`config.mk`:
```
export PLATFORM = sky130hd
export DESIGN_NAME = braille_rotor_driver
export DESIGN_NICKNAME = d
export VERILOG_FILES = /design/src/rtl/braille_rotor_driver.sv
export SDC_FILE = /design/constraint.sdc
export NUM_CORES = 1
export LEC_CHECK = 0
export ABC_AREA = 1
export ABC_CLOCK_PERIOD_IN_PS = 2400
export BUFFER_PORTS_ARGS = -buffer_cell sky130_fd_sc_hd__buf_2
export CAP_MARGIN = 20
export CORE_ASPECT_RATIO = 1.2
export CORE_MARGIN = 2
export CORE_UTILIZATION = 35
export DETAILED_ROUTE_END_ITERATION = 12
export PLACE_DENSITY = 0.55
export SLEW_MARGIN = 10
export SYNTH_ARGS = -nofsm -noshare
export SYNTH_HDL_FRONTEND = slang
export SYNTH_SLANG_ARGS = --single-unit
```
`constraint.sdc`:
```
create_clock -name clk -period 2.4 [get_ports clk]
set_clock_uncertainty 0.2 [all_clocks]
set_input_delay 0.36 -clock clk [delete_from_list [all_inputs] [get_ports clk]]
set_output_delay 0.36 -clock clk [all_outputs]
set_load 0.005 [all_outputs]
```
`src/rtl/braille_rotor_driver.sv`:
```
`default_nettype none
// ============================================================================
//  Module   : braille_rotor_driver
//  Function : Positions two 8-face braille rotors (left/right column) to the
//             dot patterns of an incoming code. Each rotor advances one face
//             per step pulse. Steps are spaced STEP_DIV clocks apart, and a
//             SETTLE_CYC dwell follows the last step before done is pulsed.
//  Options  : ROTOR_BIDIR_EN - adds dir_l/dir_r outputs and takes the
//             shorter path (reverse for 5..7 faces away).
//  Revision : 1.0 - initial release
// ============================================================================
module braille_rotor_driver #(
    parameter int unsigned STEP_DIV   = 1000,
    parameter int unsigned SETTLE_CYC = 500
) (
    input  logic       clk,
    input  logic       rst,
    input  logic       in_valid,
    output logic       in_ready,
    input  logic [7:0] in_data,
    output logic       step_l,
    output logic       step_r,
    output logic [2:0] pos_l,
    output logic [2:0] pos_r,
    output logic       busy,
    output logic       done
`ifdef ROTOR_BIDIR_EN
    ,
    output logic       dir_l,
    output logic       dir_r
`endif
);

    localparam logic [15:0] c_DIV_LAST    = 16'(STEP_DIV - 1);
    localparam logic [15:0] c_SETTLE_LAST = 16'(SETTLE_CYC - 1);

    typedef enum logic [2:0] {
        S_IDLE   = 3'd0,
        S_CALC   = 3'd1,
        S_STEP   = 3'd2,
        S_SETTLE = 3'd3,
        S_DONE   = 3'd4
    } state_t;

    state_t      state_q, state_d;
    logic [2:0]  tgt_l_q, tgt_l_d, tgt_r_q, tgt_r_d;
    logic [2:0]  pos_l_q, pos_l_d, pos_r_q, pos_r_d;
    logic [2:0]  rem_l_q, rem_l_d, rem_r_q, rem_r_d;
    logic [15:0] div_q, div_d;
    logic [15:0] settle_q, settle_d;
    logic        w_pulse;
    logic [2:0]  w_raw_l, w_raw_r;
    logic        w_unused;

    // Code bits [1:0] carry no dot information.
    assign w_unused = &{1'b0, in_data[1:0]};

    // Forward face distance from the current face to the target face.
    assign w_raw_l = tgt_l_q - pos_l_q;
    assign w_raw_r = tgt_r_q - pos_r_q;

`ifdef ROTOR_BIDIR_EN
    logic       dir_l_q, dir_l_d, dir_r_q, dir_r_d;
    logic [2:0] w_in_raw_l, w_in_raw_r;

    // Direction is decided at accept so it is already valid during CALC.
    assign w_in_raw_l = in_data[7:5] - pos_l_q;
    assign w_in_raw_r = in_data[4:2] - pos_r_q;
    assign dir_l      = dir_l_q;
    assign dir_r      = dir_r_q;
`endif

    // State, position and counter registers with synchronous reset.
    always_ff @(posedge clk) begin
        if (rst) begin
            state_q  <= S_IDLE;
            tgt_l_q  <= 3'd0;
            tgt_r_q  <= 3'd0;
            pos_l_q  <= 3'd0;
            pos_r_q  <= 3'd0;
            rem_l_q  <= 3'd0;
            rem_r_q  <= 3'd0;
            div_q    <= 16'd0;
            settle_q <= 16'd0;
`ifdef ROTOR_BIDIR_EN
            dir_l_q  <= 1'b0;
            dir_r_q  <= 1'b0;
`endif
        end else begin
            state_q  <= state_d;
            tgt_l_q  <= tgt_l_d;
            tgt_r_q  <= tgt_r_d;
            pos_l_q  <= pos_l_d;
            pos_r_q  <= pos_r_d;
            rem_l_q  <= rem_l_d;
            rem_r_q  <= rem_r_d;
            div_q    <= div_d;
            settle_q <= settle_d;
`ifdef ROTOR_BIDIR_EN
            dir_l_q  <= dir_l_d;
            dir_r_q  <= dir_r_d;
`endif
        end
    end

    // Next-state logic: sequencing, step timing and face tracking.
    always_comb begin
        state_d  = state_q;
        tgt_l_d  = tgt_l_q;
        tgt_r_d  = tgt_r_q;
        pos_l_d  = pos_l_q;
        pos_r_d  = pos_r_q;
        rem_l_d  = rem_l_q;
        rem_r_d  = rem_r_q;
        div_d    = div_q;
        settle_d = settle_q;
        w_pulse  = 1'b0;
`ifdef ROTOR_BIDIR_EN
        dir_l_d  = dir_l_q;
        dir_r_d  = dir_r_q;
`endif
        case (state_q)
            S_IDLE: begin
                if (in_valid) begin
                    tgt_l_d = in_data[7:5];
                    tgt_r_d = in_data[4:2];
`ifdef ROTOR_BIDIR_EN
                    dir_l_d = (w_in_raw_l >= 3'd5);
                    dir_r_d = (w_in_raw_r >= 3'd5);
`endif
                    state_d = S_CALC;
                end
            end
            S_CALC: begin
`ifdef ROTOR_BIDIR_EN
                rem_l_d = dir_l_q ? (3'd0 - w_raw_l) : w_raw_l;
                rem_r_d = dir_r_q ? (3'd0 - w_raw_r) : w_raw_r;
`else
                rem_l_d = w_raw_l;
                rem_r_d = w_raw_r;
`endif
                div_d   = 16'd0;
                state_d = ((rem_l_d == 3'd0) && (rem_r_d == 3'd0)) ? S_DONE : S_STEP;
            end
            S_STEP: begin
                if (div_q == c_DIV_LAST) begin
                    w_pulse = 1'b1;
                    div_d   = 16'd0;
                    if (rem_l_q != 3'd0) begin
`ifdef ROTOR_BIDIR_EN
                        pos_l_d = dir_l_q ? (pos_l_q - 3'd1) : (pos_l_q + 3'd1);
`else
                        pos_l_d = pos_l_q + 3'd1;
`endif
                        rem_l_d = rem_l_q - 3'd1;
                    end
                    if (rem_r_q != 3'd0) begin
`ifdef ROTOR_BIDIR_EN
                        pos_r_d = dir_r_q ? (pos_r_q - 3'd1) : (pos_r_q + 3'd1);
`else
                        pos_r_d = pos_r_q + 3'd1;
`endif
                        rem_r_d = rem_r_q - 3'd1;
                    end
                    if ((rem_l_d == 3'd0) && (rem_r_d == 3'd0)) begin
                        settle_d = 16'd0;
                        state_d  = S_SETTLE;
                    end
                end else begin
                    div_d = div_q + 16'd1;
                end
            end
            S_SETTLE: begin
                if (settle_q == c_SETTLE_LAST) begin
                    state_d = S_DONE;
                end else begin
                    settle_d = settle_q + 16'd1;
                end
            end
            S_DONE: begin
                state_d = S_IDLE;
            end
            default: begin
                state_d = S_IDLE;
            end
        endcase
    end

    // Pulses are suppressed while reset is asserted so an abort never steps.
    assign step_l   = w_pulse && (rem_l_q != 3'd0) && !rst;
    assign step_r   = w_pulse && (rem_r_q != 3'd0) && !rst;
    assign in_ready = (state_q == S_IDLE);
    assign busy     = (state_q != S_IDLE);
    assign done     = (state_q == S_DONE) && !rst;
    assign pos_l    = pos_l_q;
    assign pos_r    = pos_r_q;

endmodule
`default_nettype wire

```
* After elaboration in Yosys (flattened, before gate mapping) *
Index checks and enable logic that the tools add are counted.

operators by class
  reductions and logical operators = 24
  add/subtract/negate cells = 8
  muxes and demuxes = 24
  equality and inequality tests = 11

operators with widths
  cell                                                                number
  16-bit two-way mux                                                  4
  16-bit one-hot mux with 2 select lines                              2
  3-bit two-way mux                                                   13
  16-bit by 1-bit adder with 16-bit output, second input constant     2
  16-bit by 10-bit == test with 1-bit output, second input constant   1
  16-bit by 9-bit == test with 1-bit output, second input constant    1
  3-bit zero test                                                     5
  3-bit one-hot mux with 2 select lines                               2
  3-bit one-hot mux with 4 select lines                               1
  2-bit != test, second input constant                                5
  3-bit nonzero test                                                  3
  4-bit AND reduction                                                 2
  1-bit logical AND                                                   7
  3-bit by 1-bit adder with 3-bit output, second input constant       2
  3-bit by 2-bit == test with 1-bit output, second input constant     2
  3-bit AND reduction                                                 2
  3-bit by 1-bit subtractor with 3-bit output, second input constant  2
  3-bit subtractor                                                    2
  2-bit AND reduction                                                 2
  2-bit nonzero test                                                  2
  3-bit by 1-bit == test with 1-bit output, second input constant     1
  3-bit == test, second input constant                                1
  1-bit two-way mux                                                   2
  1-bit zero test                                                     1

word-level totals
  input bits = 11
  register bits after elaboration = 53
  word-level logic and storage cells = 76
  output and inout port bits = 11

* Logic depth before layout (Yosys ltp) *
Gate-level depths: netlist of the first run.

  word-level depth = 9
  depth in mapped cells = 15
  gate-level depth less buffers = 14

* Least setup slack after synthesis of the first run *
OpenSTA, ideal clock, no wires.

  path type = reg2reg
  start point = register rem_r_q[0]
  end point = register settle_q[6]
  clock period less this slack = 2018 ps
  setup time = 132 ps
  buffers on the path = 2
  setup slack = 382 ps
  data arrival time = 1685 ps
  stages on the path, launching flop included = 14
  required time = 2068 ps
  cell sequence = dfxtp_1 > inv_1 > ha_1 > ha_1 > buf_2 > nand2_1 > o21ai_0 > nor2_1 > nand3_1 > nand2_1 > nand3_2 > buf_6 > nand2_1 > a21oi_1

on the way
  cells in the longest elaborated chain, start to end = 8
  elaborated cells between the ends (all ways) = 9
  those cells by class = 1 x add/sub; 1 x eq/ne; 3 x mux; 4 x reduce/logical

RTL lines
  what                                                                                      line      source
  start: declaration                                                                        48        logic [2:0] rem_l_q, rem_l_d, rem_r_q, rem_r_d;
  start signal: assignment                                                                  96        rem_r_q <= rem_r_d;
  3-bit by 1-bit subtractor with 3-bit output / 3-bit nonzero test (equally long branches)  163, 157
  3-bit two-way mux *                                                                       157       if (rem_r_q != 3'd0) begin
  3-bit two-way mux *                                                                       146       if (div_q == c_DIV_LAST) begin
  3-bit two-way mux *                                                                       122       case (state_q)
  3-bit zero test *                                                                         165       if ((rem_l_d == 3'd0) && (rem_r_d == 3'd0)) begin
  1-bit logical AND *                                                                       165
  2-bit != test (no line) *                                                                 -
  4-bit AND reduction (no line) *                                                           -
  end signal: assignment                                                                    98        settle_q <= settle_d;
  end: declaration                                                                          50        logic [15:0] settle_q, settle_d;

Every way passes the cells marked *; elsewhere a longest branch is shown, timed or not. The select of a mux whose other input is x is not followed.
A chain may end at the register's enable or synchronous reset.

* Worst setup path after layout of the first run *
  start point = register div_q[9]
  end point = output port step_r

on the way
  cells in the longest elaborated chain, start to end = 5

RTL lines
  what                                        line  source
  start: declaration                          49    logic [15:0] div_q, div_d;
  start signal: assignment                    97    div_q <= div_d;
  16-bit by 10-bit == test with 1-bit output  146
  1-bit two-way mux                           146
  1-bit two-way mux                           122
  1-bit logical AND (2 in a row)              191   assign step_r = w_pulse && (rem_r_q != 3'd0) && !rst;
  end: declaration                            22    output logic step_r,

No other way between the ends.

==> run_results.csv, run 1 <==
group,metric,value,unit
logic_synthesis,syn-cell-area,3350,sq um
timing,finalCriticalPeriod,2.27,ns
timing,rsz0062_at_grt,"no",
clock_network,cts.path.max_buffers,2,
logic_synthesis,ys_async_sr_fraction,0,
critical_path,r2r_slack,0.32,ns
clock_network,cts-root-buf,"clkbuf_16",
critical_path,cp.arrival,1.71,ns
timing,max_freq,441,MHz
logic_synthesis,syn_area_per_cell,6.48,sq um
pwr,peakVddDrop,419,uV
clock_network,tritoncts,"yes",
critical_path,crit_path_end_kind,"primary output",
routing,drt-pass1-iter-count,5,
finish,final_util,0.404,
finish,area_growth,13.6,%
global_routing,grt_max_degree,20,
finish,stdcell_count,664,
global_routing,grt_pass1_wl,14200,microns
timing,tightest_slew,0.563,ns
worst_hold_path,min_from,"in_data[3]",
routing,routed_wl,8190,microns
clock_network,clk_latency,0.30,ns
logic_synthesis,synth_flop_cell,"dfxtp_1",
worst_hold_path,min_to,"tgt_r_q[1]$_SDFFE_PP0P_",
routing,vias_per_cell,4.96,
clock_network,clock-sinks,53,
critical_path,r2r-end,"settle_q[9]$_SDFFE_PP0P_",
logic_synthesis,syn_nets,542,
placement,placed_cell_area,3590,sq um
logic_synthesis,synth-edff-count,0,
die,dieHeight,111,microns
placement,place_inst,654,
pwr,pwr-share-seq,0.332,
critical_path,path_class,"reg2out",
critical_path,path_common_cell,"nor2_4",
pwr,cell_internal_pwr,1910,uW
logic_synthesis,yosys_warnings,0,
logic_synthesis,yosysTopAreaCell,"dfxtp_1",
finish,fillers,974,
die,die_area,10400,sq um
global_routing,antenna_found_initial,0,
clock_network,h-tree-depth,2,
routing,route.detailed.drc,0,
die,fp.dieW,93.3,microns
routing,routedWlPerCell,12.3,microns
flow_run,cap_violations,0,
logic_synthesis,yosys.area.top_type_share,0.317,
logic_synthesis,postSynthCellCount,517,
critical_path,reg2regPathDepth,11,
routing,ant_nets,0,
clock_network,clk_pin_slew,0.07,ns
logic_synthesis,synthTopCellsByArea,"dfxtp_1 (32%), nand2_1 (15%), nand3_1 (7.3%)",
die,fp-row-count,39,
placement,gp_congestion,0.847,
critical_path,cp_cell_sequence,"nand2_2 > nor2_4 > nand3_2 > nor2_4 > nand2_4 > nor3_1 > buf_2",
placement,dp_hpwl,5920,microns
pwr,p_leak,0.00159,uW
logic_synthesis,ys_ff_latch,53,
finish,nets,566,
critical_path,slowest_delay,0.46,ns
clock_network,numCtsBuffers,5,
finish,layout-drive-gt1-share,0.124,
pwr,clkPwrFrac,0.253,
timing,finalCritPeriodShare,0.946,
pwr,p_sw,1330,uW
critical_path,worstSetupStartpointType,"flop",
timing,finalHoldViolCount,0,
placement,port_buffers,19,
timing,final-setup-viol-count,0,
pwr,switching_share,0.410,
critical_path,r2r_start,"rem_r_q[0]$_SDFFE_PP0P_",
timing,maxSlewViolCount,0,
routing,drtIter0Drc,206,
global_routing,overflow,0,
finish,final_common_cell,"nand2_1",
finish,antenna_cells,0,
die,pin_count,22,
routing,vias,3293,
critical_path,worstPathRequired,1.84,ns
pwr,combPwrFrac,0.415,
timing,setup_tns,0,ns
finish,fin_area,3800,sq um
logic_synthesis,synth_cell_types,35,
worst_hold_path,hold_path.class,"in2reg",
worst_hold_path,whs_path_depth,3,
timing,timing.slew.headroom,0.621,
logic_synthesis,ys_seq_area_frac,0.317,
outcome,status,"finished, final reports clean",
global_routing,grt_use_total,0.167,
clock_network,ctsHoldBuffers,0,
finish,final_cell_mix,"nand2_1 (133), nor2_1 (58), inv_1 (57)",
pwr,finalPower,3240,uW
global_routing,grt_pass1_vias,3047,
critical_path,slowest_stage,"dfxtp_1",
pwr,power_density,851,nW/um^2
die,core-area,9420,sq um
die,initial_core_util,0.356,
critical_path,cp_max_fo,7,
[Yosys cell counts (all sizes together), types with 2 or more instances]
master,number
a21o,2
a21oi,45
buf,7
clkbuf,6
dfxtp,53
fa,2
ha,12
inv,60
nand2,141
nand3,53
nand4,14
nor2,64
nor3,15
nor3b,2
o21ai,24
o21bai,4
or2,2
xnor2,3
xor2,4
[final cells by class]
class / count / area (sq um) / area share
clock buffers: 5 / 125 / 0.0329
clock inverters: 2 / 35.0 / 0.00921
inverters: 60 / 230 / 0.0605
multi-input cells: 391 / 2020 / 0.531
flip-flops and latches: 53 / 1060 / 0.280
well taps: 123 / 154 / 0.0405
repair buffers: 30 / 178 / 0.0467
[how the worst max path moves through the flow]
stage,endpoint,start
final,step_r,div_q[9]$_SDFFE_PP0P_
after detailed placement,settle_q[9]$_SDFFE_PP0P_,rem_r_q[0]$_SDFFE_PP0P_
after global routing,step_r,div_q[0]$_SDFFE_PP0P_
after CTS,step_r,div_q[0]$_SDFFE_PP0P_
after floorplan,settle_q[6]$_SDFFE_PP0P_,rem_r_q[0]$_SDFFE_PP0P_
after global placement,settle_q[4]$_SDFFE_PP0P_,rem_r_q[0]$_SDFFE_PP0P_
[worst max-delay path, delay by kind of cell (launching register included)]
family / cells / cell delay (ns)
buffers and inverters: 1 / 0.14
DFF: 1 / 0.46
and+or+nand+nor: 6 / 0.82
[cells by family after synthesis]
logic type               after synthesis  synth area share
AO/OA/AOI/OAI                         77             0.123
XOR/XNOR                               7            0.0183
adder cells (fa/ha/maj)               14            0.0568
buffers and inverters                 73            0.0893
flip-flops                            53             0.317
AND/OR/NAND/NOR                      293             0.395
[timing repair]
| action | CTS | global route |
|---|---|---|
| setup buffers | 0 | 3 |
| gates cloned | 0 | 0 |
| resized for setup | 0 | 9 |
| pin swaps | 1 | 1 |
| setup endpoints to repair | 1 | 17 |
[power groups by stage]
stage	sequential (uW)	combinational [uW]	clock [uW]
6_report	1070	1340	819
5_1_grt	1090	1540	886
4_1_cts	1070	1320	852
3_5_place_dp	1090	1320	0
3_3_place_gp	1090	1310	0
2_1_floorplan	1070	1030	0
[sequential cells by signal, indices dropped and copies added, names as in the netlist]
register / cells
rem_r_q: 3
state_q: 3
rem_l_q: 3
pos_l: 3
div_q: 16
tgt_r_q: 3
tgt_l_q: 3
pos_r: 3
settle_q: 16
[through the flow]
| step | hold WS, ns | setup slack (ns) |
|---|---|---|
| 3_5_place_dp | 0.251 | 0.131 |
| 2_1_floorplan | 0.233 | 0.382 |
| 4_1_cts | 0.133 | 0.0137 |
| 3_3_place_gp | 0.246 | 0.155 |
| 5_1_grt | 0.136 | 0.0241 |
| 6_report | 0.138 | 0.130 |
[per-layer routing]
metal / wire [microns] / track usage / vias up
met5: 0 / 0 / -
met2: 3920 / 0.273 / 49
met3: 268 / 0.0279 / 12
met4: 144 / 0.0578 / 0
met1: 3850 / 0.221 / 1495
li1: - / - / 1737
No activity file was read; power rests on OpenSTA's default activity.
==> run 2: changes to the inputs <==
--- a/config.mk
+++ b/config.mk
@@ -6,7 +6,7 @@
 export NUM_CORES = 1
 export LEC_CHECK = 0
 export ABC_AREA = 1
-export ABC_CLOCK_PERIOD_IN_PS = 2400
+export ABC_CLOCK_PERIOD_IN_PS = 2700
 export BUFFER_PORTS_ARGS = -buffer_cell sky130_fd_sc_hd__buf_2
 export CAP_MARGIN = 20
 export CORE_ASPECT_RATIO = 1.2
==> constraint.sdc (replaced) <==
create_clock -name clk -period 2.7 [get_ports clk]
set_clock_uncertainty 0.2 [all_clocks]
set_input_delay 0.405 -clock clk [delete_from_list [all_inputs] [get_ports clk]]
set_output_delay 0.405 -clock clk [all_outputs]
set_load 0.005 [all_outputs]
==> run 2 against run 1 <==
Via count shrank 1.2%. Count of clock-buffer cells in the layout stayed put. Cell area down 2.6%. Combinational power decreased by 14%.
==> run_results.csv, run 2 (synthesis results as in run 1) <==
group,metric,value,unit
outcome,status,"finished, final reports clean",
timing,finalCriticalPeriod,2.44,ns
worst_hold_path,hold_path.class,"in2reg",
die,dieHeight,111,microns
finish,layout-drive-gt1-share,0.101,
clock_network,cts-root-buf,"clkbuf_16",
pwr,combPwrFrac,0.413,
critical_path,r2r_start,"rem_l_q[0]$_SDFFE_PP0P_",
die,fp.dieW,93.3,microns
global_routing,overflow,0,
pwr,p_sw,1190,uW
flow_run,cap_violations,0,
placement,dp_hpwl,5930,microns
pwr,pwr-share-seq,0.342,
critical_path,cp_max_fo,8,
pwr,p_leak,0.00155,uW
global_routing,grt_max_degree,23,
die,pin_count,22,
finish,final_common_cell,"nand2_1",
die,fp-row-count,39,
finish,nets,558,
clock_network,clk_latency,0.31,ns
critical_path,worstPathRequired,2.10,ns
clock_network,ctsHoldBuffers,0,
global_routing,grt_pass1_vias,2989,
routing,vias,3254,
clock_network,h-tree-depth,2,
clock_network,clock-sinks,53,
timing,setup_tns,0,ns
routing,drt-pass1-iter-count,4,
finish,final_cell_mix,"nand2_1 (133), inv_1 (58), nor2_1 (58)",
pwr,peakVddDrop,415,uV
timing,final-setup-viol-count,0,
worst_hold_path,min_from,"in_data[7]",
routing,route.detailed.drc,0,
critical_path,crit_path_end_kind,"primary output",
timing,tightest_slew,0.708,ns
global_routing,grt_use_total,0.166,
pwr,switching_share,0.429,
finish,area_growth,10.7,%
timing,maxSlewViolCount,0,
die,core-area,9420,sq um
timing,finalCritPeriodShare,0.903,
routing,routedWlPerCell,12.4,microns
clock_network,numCtsBuffers,5,
clock_network,cts.path.max_buffers,2,
global_routing,grt_pass1_wl,14000,microns
finish,final_util,0.393,
timing,timing.slew.headroom,0.527,
pwr,power_density,751,nW/um^2
critical_path,worstSetupStartpointType,"flop",
pwr,clkPwrFrac,0.245,
critical_path,cp.arrival,1.83,ns
critical_path,cp-startpoint,"div_q[0]$_SDFFE_PP0P_",
finish,antenna_cells,0,
critical_path,path_class,"reg2out",
timing,finalHoldViolCount,0,
global_routing,antenna_found_initial,0,
pwr,cell_internal_pwr,1590,uW
placement,gp_congestion,0.850,
timing,max_freq,410,MHz
clock_network,tritoncts,"yes",
clock_network,clk_pin_slew,0.07,ns
routing,drtIter0Drc,191,
die,die_area,10400,sq um
die,initial_core_util,0.356,
routing,routed_wl,8140,microns
timing,rsz0062_at_grt,"no",
routing,ant_nets,0,
placement,port_buffers,19,
finish,reg_top3,"div_q x16, settle_q x16",
routing,vias_per_cell,4.95,
clock_network,post-cts-setup-buffer-count,0,
run 2: final timing paths:
path | end | slack [ns] | depth (start not counted)
worst min register to register | tgt_r_q[0]$_SDFFE_PP0P_ | 0.27 | 2
worst min-delay path | tgt_l_q[2]$_SDFFE_PP0P_ | 0.17 | 3
worst max-delay path | step_r | 0.26 | 8
worst max register to register | settle_q[1]$_SDFFE_PP0P_ | 0.32 | 12
run 2: repair_timing:
| action | CTS | global route |
|---|---|---|
| resized for setup | 0 | 1 |
| hold endpoints to repair | 0 | 0 |
| endpoints found under the setup margin | 0 | 3 |
run 2: power groups by stage:
stage / clock [uW] / sequential [uW] / combinational (uW)
2_1_floorplan: 0 / 953 / 913
3_3_place_gp: 0 / 967 / 1150
3_5_place_dp: 0 / 971 / 1150
4_1_cts: 704 / 953 / 1160
5_1_grt: 732 / 967 / 1320
6_report: 681 / 953 / 1150
run 2: area by class of cell:
cell class | instances | area (sq um)
clock buffer | 5 | 125
clock inverter | 3 | 26.3
fill | 1002 | 5710
inverter | 60 | 230
multi-input combinational | 391 | 1990
sequential | 53 | 1060
tap | 123 | 154
timing repair buffer | 22 | 118
run 2: layer usage:
metal | part of all wire | global-route usage
met1 | 0.47 | 0.208
met4 | 0.019 | 0.0706
met2 | 0.47 | 0.278
met5 | 0 | 0
met3 | 0.037 | 0.0272
run 2: critical path: stages (launching register included):
cell and delay (ns):
dfxtp_1 0.39, ha_1 0.20, nand2_1 0.09, inv_1 0.10, nand3_2 0.09, nor2_4 0.20
nand2_4 0.16, nor3_1 0.15, buf_2 0.14
run 2: metrics by stage:
step | total power, uW | setup slack [ns] | area [sq um] | hold WS (ns) | cells
floorplan | 1870 | 0.682 | 3350 | 0.233 | 517
global placement | 2120 | 0.286 | 3550 | 0.252 | 649
detailed placement | 2120 | 0.280 | 3550 | 0.263 | 649
CTS | 2810 | 0.247 | 3700 | 0.165 | 657
global route | 3010 | 0.0993 | 3700 | 0.201 | 657
finish | 2780 | 0.262 | 3700 | 0.173 | 657
==> run 3: changes to the inputs <==
--- a/config.mk
+++ b/config.mk
@@ -5,7 +5,6 @@
 export SDC_FILE = /design/constraint.sdc
 export NUM_CORES = 1
 export LEC_CHECK = 0
-export ABC_AREA = 1
 export ABC_CLOCK_PERIOD_IN_PS = 2700
 export BUFFER_PORTS_ARGS = -buffer_cell sky130_fd_sc_hd__buf_2
 export CAP_MARGIN = 20
==> run 3 against run 2 <==
Total power shrank 37%. Clock power shrank 30%. Critical path type unchanged. First-iteration DRC count is 41% lower. Non-clock buffer count up 6. Highest routed layer unchanged.
==> run_results.csv, run 3 <==
group,metric,value,unit
outcome,status,"finished, final reports clean",
clock_network,cts.path.max_buffers,2,
logic_synthesis,synth_cell_types,63,
critical_path,path_class,"reg2out",
global_routing,grt_use_total,0.173,
finish,multi_input_area,1870,sq um
placement,dp_hpwl,5290,microns
worst_hold_path,hold_path.class,"in2reg",
routing,route.detailed.drc,0,
placement,placed_cell_area,3320,sq um
finish,fillers,896,
timing,final-setup-viol-count,0,
logic_synthesis,yosys_warnings,0,
timing,maxSlewViolCount,0,
finish,reg_top3,"div_q x16, settle_q x16",
finish,layout-drive-gt1-share,0.142,
clock_network,clk_pin_slew,0.10,ns
pwr,switching_share,0.321,
pwr,power_density,515,nW/um^2
critical_path,reg2regPathDepth,8,
global_routing,grt_pass1_vias,2651,
routing,drt-pass1-iter-count,4,
global_routing,grt_pass1_wl,13000,microns
timing,finalCritPeriodShare,0.932,
clock_network,clk_latency,0.32,ns
pwr,peakVddDrop,306,uV
routing,routed_wl,7420,microns
pwr,pwr-share-seq,0.481,
die,core-area,8560,sq um
pwr,clkPwrFrac,0.271,
finish,final_util,0.398,
logic_synthesis,yosysTopAreaCell,"dfxtp_1",
clock_network,ctsHoldBuffers,0,
timing,max_freq,397,MHz
routing,routedWlPerCell,14.7,microns
pwr,p_sw,564,uW
clock_network,clock-sinks,53,
die,fp.dieW,89.5,microns
global_routing,antenna_found_initial,0,
routing,vias,2739,
finish,antenna_cells,0,
die,dieHeight,107,microns
pwr,combPwrFrac,0.247,
timing,finalCriticalPeriod,2.52,ns
logic_synthesis,syn_area_per_cell,8.37,sq um
logic_synthesis,ys_seq_area_frac,0.345,
timing,tightest_slew,0.548,ns
logic_synthesis,ys_async_sr_fraction,0,
finish,area_growth,11.1,%
routing,vias_per_cell,5.45,
timing,hold_ws,0.118,ns
logic_synthesis,postSynthCellCount,367,
finish,final_common_cell,"dfxtp_1",
critical_path,cp-startpoint,"div_q[0]$_SDFFE_PP0P_",
timing,rsz0062_at_grt,"no",
clock_network,post-cts-setup-buffer-count,0,
global_routing,overflow,0,
logic_synthesis,yosys.area.top_type_share,0.345,
critical_path,cp_max_fo,6,
logic_synthesis,syn_nets,392,
clock_network,cts-root-buf,"clkbuf_8",
critical_path,crit_path_end_kind,"primary output",
die,fp-row-count,37,
logic_synthesis,ys_top_cells_by_count,"dfxtp_1 (53), nor2_1 (38), nand2_1 (35)",
pwr,cell_internal_pwr,1190,uW
die,pin_count,22,
timing,finalHoldViolCount,0,
clock_network,tritoncts,"yes",
routing,drtIter0Drc,112,
logic_synthesis,yosysMostFrequentCell,"dfxtp_1",
placement,gp_congestion,0.816,
logic_synthesis,synth_flop_cell,"dfxtp_1",
finish,nets,411,
finish,seq_area,1060,sq um
critical_path,endpoint,"step_l",
logic_synthesis,syn-cell-area,3070,sq um
timing,timing.slew.headroom,0.632,
logic_synthesis,ys_ff_latch,53,
timing,setup_tns,0,ns
die,initial_core_util,0.359,
critical_path,worstSetupStartpointType,"flop",
finish,fin_area,3410,sq um
finish,final_cell_mix,"dfxtp_1 (53), nor2_1 (38), nand2_1 (34)",
clock_network,numCtsBuffers,5,
critical_path,worstPathRequired,2.10,ns
critical_path,r2r_slack,0.29,ns
flow_run,cap_violations,0,
routing,ant_nets,0,
critical_path,r2r_start,"rem_l_q[0]$_SDFFE_PP0P_",
logic_synthesis,synth-edff-count,0,
critical_path,cp.arrival,1.91,ns
die,die_area,9550,sq um
critical_path,r2r-end,"settle_q[7]$_SDFFE_PP0P_",
pwr,p_leak,0.00124,uW
logic_synthesis,synthTopCellsByArea,"dfxtp_1 (35%), ha_1 (4.9%), nor2_1 (4.6%)",
clock_network,h-tree-depth,2,
clock_network,cts_resized,0,
placement,port_buffers,19,
global_routing,grt_max_degree,45,
==> run 3: cell types whose count changed after synthesis, sizes merged, moves of 7 or more <==
cell    delta
nor4       +8
a21oi     -24
a311oi     +7
a211oi     +7
nand3     -42
inv       -40
nand2    -106
nor2      -25
==> run 3: critical path, cell delays in order (launching register included) <==
cell     delay, ns
dfxtp_1       0.41
ha_2          0.27
and3b_1       0.22
and4_1        0.24
nand2_2       0.12
nor3_1        0.17
buf_2         0.15
==> run 3: per-stage QoR <==
step                      std cells  power, uW  worst slack, ns
final                           503       1760            0.183
after global placement          496       1290            0.347
after floorplan                 367       1170            0.354
after CTS                       503       1780           0.0922
after global routing            503       1870           0.0241
after detailed placement        496       1300            0.306
==> run 3: power groups by stage <==
stage	Sequential [uW]	Clock [uW]	Combinational, uW
global route	851	523	494
CTS	845	494	436
finish	846	477	435
floorplan	854	0	318
detailed placement	863	0	434
global placement	862	0	426
==> run 3: cell type report <==
class | count | share of cell area
inverters | 20 | 0.0220
multi-input cells | 278 | 0.547
flip-flops and latches | 53 | 0.311
well taps | 117 | 0.0429
clock buffers | 7 | 0.0253
repair buffers | 28 | 0.0513
==> run 3: worst min path at each step <==
stage / startpoint / endpoint / slack, ns / cells after the start
after floorplan: rem_r_q[0]$_SDFFE_PP0P_ / rem_r_q[0]$_SDFFE_PP0P_ / 0.26 / 2
after global placement: pos_r[2]$_SDFFE_PP0P_ / pos_r[2]$_SDFFE_PP0P_ / 0.28 / 2
after detailed placement: rem_r_q[0]$_SDFFE_PP0P_ / rem_r_q[0]$_SDFFE_PP0P_ / 0.28 / 2
after CTS: in_data[5] / tgt_l_q[0]$_SDFFE_PP0P_ / 0.11 / 3
after global routing: in_data[3] / tgt_r_q[1]$_SDFFE_PP0P_ / 0.14 / 3
final: in_data[2] / tgt_r_q[0]$_SDFFE_PP0P_ / 0.12 / 3
==> run 3: cell families after synthesis <==
logic type,after synthesis,synth area share
xor gates and xnor gates,12,0.0342
muxes,5,0.0163
and+or+nand+nor,162,0.312
adders and majority gates,14,0.0619
AOI/OAI and AO/OA,85,0.182
buffers and inverters,36,0.0481
DFF,53,0.345
==> run 3: metal layers <==
layer  up-vias  part of all wire  global-route usage  wire length [microns]
li1       1389                 -                   -                      -
met1      1300              0.48               0.234                   3530
met2        44              0.48               0.279                   3550
met3         6             0.032              0.0339                    241
met4         0             0.012              0.0458                     91
met5         -                 0                   0                      0
